<file path="config.mk">
export PLATFORM = sky130hd
export DESIGN_NAME = lru_multiset
export DESIGN_NICKNAME = d
export VERILOG_FILES = /design/src/rtl/lru_pkg.sv /design/src/rtl/lru_set_state.sv /design/src/rtl/lru_multiset.sv
export SDC_FILE = /design/constraint.sdc
export NUM_CORES = 1
export LEC_CHECK = 0
export CAP_MARGIN = 20
export CORE_MARGIN = 1.5
export CORE_UTILIZATION = 40
export DETAILED_ROUTE_END_ITERATION = 8
export DONT_BUFFER_PORTS = 1
export PLACE_DENSITY = 0.66
export SLEW_MARGIN = 20
export SYNTH_ARGS = -nofsm -noshare
export SYNTH_HDL_FRONTEND = slang
export SYNTH_SLANG_ARGS = --single-unit
</file>
<file path="constraint.sdc">
create_clock -name clk -period 3.13 [get_ports clk]
set_input_delay 0.626 -clock clk [delete_from_list [all_inputs] [get_ports clk]]
set_output_delay 0.626 -clock clk [all_outputs]
set_load 0.01 [all_outputs]
</file>
<file path="src/rtl/lru_pkg.sv">
// Shared types and helpers for the multi-set LRU replacement controller.
package lru_pkg;

  typedef enum logic [1:0] {
    OP_FLUSH_SET  = 2'b00,
    OP_LOAD       = 2'b01,
    OP_STORE      = 2'b10,
    OP_INVALIDATE = 2'b11
  } ls_op_t;

  localparam int unsigned LRU_MAX_WAYS = 64;

  // Callers truncate the result to their own way count.
  function automatic logic [LRU_MAX_WAYS-1:0] lru_onehot(input int unsigned idx);
    return LRU_MAX_WAYS'(1) << idx;
  endfunction

endpackage

</file>
<file path="src/rtl/lru_set_state.sv">
// One set's replacement state: availability, lock mask and lower-triangle age matrix.
module lru_set_state
  import lru_pkg::*;
#(
  parameter int unsigned NUM_WAYS = 4
) (
  input  logic                clk,
  input  logic                reset,
  input  logic [NUM_WAYS-1:0] active_i,
  input  logic [NUM_WAYS-1:0] alloc_i,
  input  logic [NUM_WAYS-1:0] inval_i,
  input  logic                flush_i,
  input  logic                lock_we_i,
  input  logic [NUM_WAYS-1:0] lock_mask_i,
  output logic [NUM_WAYS-1:0] avail_o,
  output logic [NUM_WAYS-1:0] lock_o,
  output logic [NUM_WAYS-1:0] oldest_o
);

  logic [NUM_WAYS-1:0] avail_q, avail_d;
  logic [NUM_WAYS-1:0] lock_q, lock_d;
  // newer_q[i][j] = 1 when way i was used after way j; only i > j is meaningful.
  logic [NUM_WAYS-1:0][NUM_WAYS-1:0] newer_q, newer_d;

  always_comb begin
    avail_d = avail_q;
    if (flush_i) begin
      avail_d = '1;
    end
    avail_d = (avail_d | inval_i) & ~alloc_i;
    lock_d  = lock_we_i ? lock_mask_i : lock_q;
    newer_d = newer_q;
    for (int i = 0; i < NUM_WAYS; i++) begin
      for (int j = 0; j < NUM_WAYS; j++) begin
        if (i <= j) begin
          newer_d[i][j] = 1'b0;
        end else if (active_i[i]) begin
          newer_d[i][j] = 1'b1;
        end else if (active_i[j]) begin
          newer_d[i][j] = 1'b0;
        end
      end
    end
  end

  always_ff @(posedge clk) begin
    if (reset) begin
      avail_q <= '1;
      lock_q  <= '0;
      for (int i = 0; i < NUM_WAYS; i++) begin
        for (int j = 0; j < NUM_WAYS; j++) begin
          newer_q[i][j] <= (i > j);
        end
      end
    end else begin
      avail_q <= avail_d;
      lock_q  <= lock_d;
      newer_q <= newer_d;
    end
  end

  // A way is oldest-eligible when every other unlocked way is newer than it.
  always_comb begin
    for (int w = 0; w < NUM_WAYS; w++) begin
      oldest_o[w] = ~lock_q[w];
      for (int j = 0; j < NUM_WAYS; j++) begin
        if (j != w && !lock_q[j]) begin
          if (j > w) begin
            if (!newer_q[j][w]) oldest_o[w] = 1'b0;
          end else begin
            if (newer_q[w][j]) oldest_o[w] = 1'b0;
          end
        end
      end
    end
  end

  assign avail_o = avail_q;
  assign lock_o  = lock_q;

endmodule

</file>
<file path="src/rtl/lru_multiset.sv">
// Set-associative replacement controller: set decode, victim priority and per-set state.
module lru_multiset
  import lru_pkg::*;
#(
  parameter int unsigned NUM_WAYS = 4,
  parameter int unsigned NUM_SETS = 8,
  localparam int unsigned SET_W = (NUM_SETS > 1) ? $clog2(NUM_SETS) : 1,
  localparam int unsigned WAY_W = $clog2(NUM_WAYS)
) (
  input  logic                clk,
  input  logic                reset,
  input  logic                ls_valid_i,
  input  logic [1:0]          ls_op_i,
  input  logic [SET_W-1:0]    ls_set_i,
  input  logic [WAY_W-1:0]    ls_way_i,
  input  logic                lock_valid_i,
  input  logic [SET_W-1:0]    lock_set_i,
  input  logic [NUM_WAYS-1:0] lock_mask_i,
  output logic                lru_valid_o,
  output logic [NUM_WAYS-1:0] lru_way_o,
  output logic                lru_fail_o
);

  ls_op_t op;
  assign op = ls_op_t'(ls_op_i);

  logic [NUM_SETS-1:0] set_sel, lock_we;
  logic [NUM_WAYS-1:0] avail_a  [NUM_SETS];
  logic [NUM_WAYS-1:0] lock_a   [NUM_SETS];
  logic [NUM_WAYS-1:0] oldest_a [NUM_SETS];

  logic [NUM_WAYS-1:0] avail_s, lock_s, oldest_s;
  logic [NUM_WAYS-1:0] elig, free, victim, way_oh;
  logic [NUM_WAYS-1:0] active, alloc, inval;
  logic                hit, is_store, fail, found;

  // Out-of-range set indices match no set, so they neither update nor report.
  always_comb begin
    for (int s = 0; s < NUM_SETS; s++) begin
      set_sel[s] = ls_valid_i && (ls_set_i == SET_W'(s));
      lock_we[s] = lock_valid_i && (lock_set_i == SET_W'(s));
    end
  end

  always_comb begin
    avail_s  = '0;
    lock_s   = '0;
    oldest_s = '0;
    for (int s = 0; s < NUM_SETS; s++) begin
      if (set_sel[s]) begin
        avail_s  = avail_a[s];
        lock_s   = lock_a[s];
        oldest_s = oldest_a[s];
      end
    end
  end

  assign hit      = |set_sel;
  assign is_store = hit && (op == OP_STORE);
  assign elig     = ~lock_s;
  assign free     = elig & avail_s;
  assign fail     = is_store && !(|elig);
  assign way_oh   = NUM_WAYS'(lru_onehot(32'(ls_way_i)));

  // Free ways win by lowest index; otherwise fall back to the oldest unlocked way.
  always_comb begin
    victim = '0;
    found  = 1'b0;
    for (int w = 0; w < NUM_WAYS; w++) begin
      if (free[w] && !found) begin
        victim[w] = 1'b1;
        found     = 1'b1;
      end
    end
    if (!found) begin
      victim = oldest_s;
    end
  end

  always_comb begin
    active = '0;
    alloc  = '0;
    inval  = '0;
    unique case (op)
      OP_STORE: begin
        active = victim;
        alloc  = victim;
      end
      OP_LOAD:       active = way_oh;
      OP_INVALIDATE: inval  = way_oh;
      default: ;
    endcase
  end

  assign lru_valid_o = is_store;
  assign lru_fail_o  = fail;
  assign lru_way_o   = is_store ? victim : '0;

  for (genvar s = 0; s < NUM_SETS; s++) begin : g_set
    lru_set_state #(
      .NUM_WAYS(NUM_WAYS)
    ) u_set (
      .clk         (clk),
      .reset       (reset),
      .active_i    (set_sel[s] ? active : '0),
      .alloc_i     (set_sel[s] ? alloc : '0),
      .inval_i     (set_sel[s] ? inval : '0),
      .flush_i     (set_sel[s] && (op == OP_FLUSH_SET)),
      .lock_we_i   (lock_we[s]),
      .lock_mask_i (lock_mask_i),
      .avail_o     (avail_a[s]),
      .lock_o      (lock_a[s]),
      .oldest_o    (oldest_a[s])
    );
  end

endmodule

</file>
==> run summary <==
status - complete, but fails checks
violated checks - negative setup slack
Leakage - 0.00269 µW
Hold Crit Class - primary input to flip-flop
via count - 6074
Total GRT Usage - 25.8%
CP max stage cell - or4b_4
max-slew violation count - 0
Mapped Area - 6320 µm²
DP Area - 6740 µm²
final WL - 21000 µm
part of the cycle the worst path needs - 101%
WP data required - 2.50 ns
switch share - 26.0%
antenna cell count - 0
ys async rst share - 0%
H-tree Lvls - 3
Hold Vio Cnt, Final - 0
Primary FF master, synth - dfxtp_1
unrepaired setup endpoints after global routing - true
Final Cell Area - 7180 µm²
Netlist cell types - 75
global route overflow - 0
Worst Setup End Kind - primary output
Worst Setup Start Kind - primary input
CP max stage delay - 0.57 ns
CTS sink cnt - 112
core area - 15300 µm²
DR pass1 iterations - 5
global-route wire length before repair - 32300 µm
cell row count - 45
final worst slack - -0.0167 ns
initial antenna violation count - 0
VDD IR max - 285 µV
crit path kind - primary input to primary output
IO Pins - 24
relative slew slack - 41.0%
Worst-path clk slew - 0.07 ns
CP arrival - 2.52 ns
die height - 129 µm
Synth top area share - 35.5%
# DRC - 0
CTS Buf Count - 9
synthesized net count - 771
synth warn - 0
Crit path max-delay family - compound AO/OA/AOI/OAI gates
area grow syn2layout - 13.5%
initial core utilization - 41.3%
P per Cell Area - 418 nW/µm²
NetSw - 780 µW
Synth area leaders - dfxtp_1 (35%), mux2i_1 (6.0%), nor2_1 (5.6%)
post-route ant nets - 0
number of max-cap violations - 0
Layout Skew - 0.00830 ns
vias in the first global route - 5616
hold buffer count at CTS - 0
hold_ws - 0.362 ns
internal power - 2220 µW
fin cells - 977
Final nets - 783
DRT iter0 DRCs - 796
clk_lat worst skew - 0.37 ns
routed wire length per instance - 21.5 µm
EDFF count, synth - 0
Setup-failing EPs final - 1
#FFs+latches synth - 112
f_max - 318 MHz
Die Wd - 129 µm
syn avg cell area - 8.44 µm²
CTS root buf - clkbuf_16
sequential share of power - 48.6%
Placer Congestion - 0.975
crit path time final - 3.15 ns
Synth area leader - dfxtp_1
Comb pwr share - 10.4%
port bufs - 0
Gate Count Post-Synth - 749
worst-path cell chain - or4b_4, a2111oi_4, a211oi_1, o211ai_1, o211ai_1, a211o_1, inv_2
total power - 3000 µW
worst path bufs/invs - 1
commonest non-fill, non-tap cell in the layout - dfxtp_1
sequential share of the synthesized area - 35.5%
share of layout cells above drive strength 1 - 16.4%
Worst-Margin Slew - 0.878 ns
estimated wirelength of the detail-placed design - 14800 µm
via/cell ratio - 6.22
Crit path top cell by count - o211ai_1
Clock Power Share - 41.0%
dpl cells - 957
commonest non-fill, non-tap cells in the layout - dfxtp_1 (110), nor2_1 (95), a21oi_1 (64)
CTS max path bufs - 2
CP Max Fanout - 30
full die area - 16600 µm²
pin count of the biggest net entering global routing - 121
TritonCTS clock tree - done
metrics by stage:
stage	util, %	TNS (ns)	worst slack [ns]
2_1_floorplan	-	-0.0217	-0.0217
3_3_place_gp	44.0	-1.68	-0.137
3_5_place_dp	44.0	-2.30	-0.130
4_1_cts	46.4	0	0.00890
5_1_grt	46.9	-0.114	-0.0523
6_report	46.9	-0.0167	-0.0167
synthesized netlist by cell type (16+ instances only):
cell and n:
dfxtp_1 112, o211a_1 16, nor3_1 17, a211o_1 26, a221o_1 25, nor2_1 95
a21oi_1 66, inv_1 33, mux2i_1 38, o21bai_1 19, o21ai_0 26, clkbuf_1 35
o22ai_1 19, nand2_1 33
cells by family (layout without fill, tap and decap cells):
| kind of cell | after synthesis | count (layout) | share of synthesized area [%] |
|---|---|---|---|
| and+or+nand+nor | 232 | 232 | 18.7 |
| AOI/OAI and AO/OA | 269 | 269 | 32.1 |
| muxes | 40 | 40 | 6.37 |
| buffers and inverters | 92 | 109 | 6.65 |
| adders and majority gates | 4 | 4 | 0.791 |
| DFF | 112 | 112 | 35.5 |
per-layer routing:
layer	track usage, %	share of wire [%]
met5	0	0
met4	10.4	3.0
met3	6.28	7.2
met1	35.5	45
met2	38.9	44
final timing paths:
path / startpoint / end / slack [ns] / cells past startpoint
worst max-delay path: ls_set_i[2] / lru_way_o[1] / -0.02 / 7
worst min-delay path: reset / g_set[0].u_set.avail_o[3] / 0.36 / 1
worst max register to register: g_set[1].u_set.lock_o[2] / g_set[2].u_set.newer_q[9] / 0.31 / 10
worst min register to register: g_set[2].u_set.newer_q[12] / g_set[2].u_set.newer_q[12] / 0.52 / 1
sequential cells by signal, indices dropped and copies added (netlist names):
register and flops:
g_set.u_set.avail_o 32, g_set.u_set.lock_o 32, g_set.u_set.newer_q 48
repair_timing:
action / 4_1_cts / 5_1_grt
buffers inserted: 1 / 3
resized for setup: 8 / 17
pin swaps: 3 / 10
endpoints found under the setup margin: 4 / 5
cloned: 0 / 0
power groups by stage:
stage	Sequential, µW	Clock [µW]	Combinational, µW
after floorplan	1480	0	240
after global placement	1490	0	286
after detailed placement	1490	0	286
after CTS	1460	1250	292
after global routing	1460	1310	329
final	1460	1230	311
area by class of cell:
cell class / instances / area [µm²]
Multi-Input combinational cell: 545 / 3740
Clock inverter: 6 / 75.1
Fill cell: 1535 / 8140
Tap cell: 211 / 264
Sequential cell: 112 / 2240
Inverter: 33 / 131
Clock buffer: 10 / 239
Timing Repair Buffer: 60 / 479
Power figures use the tool's default switching activity.
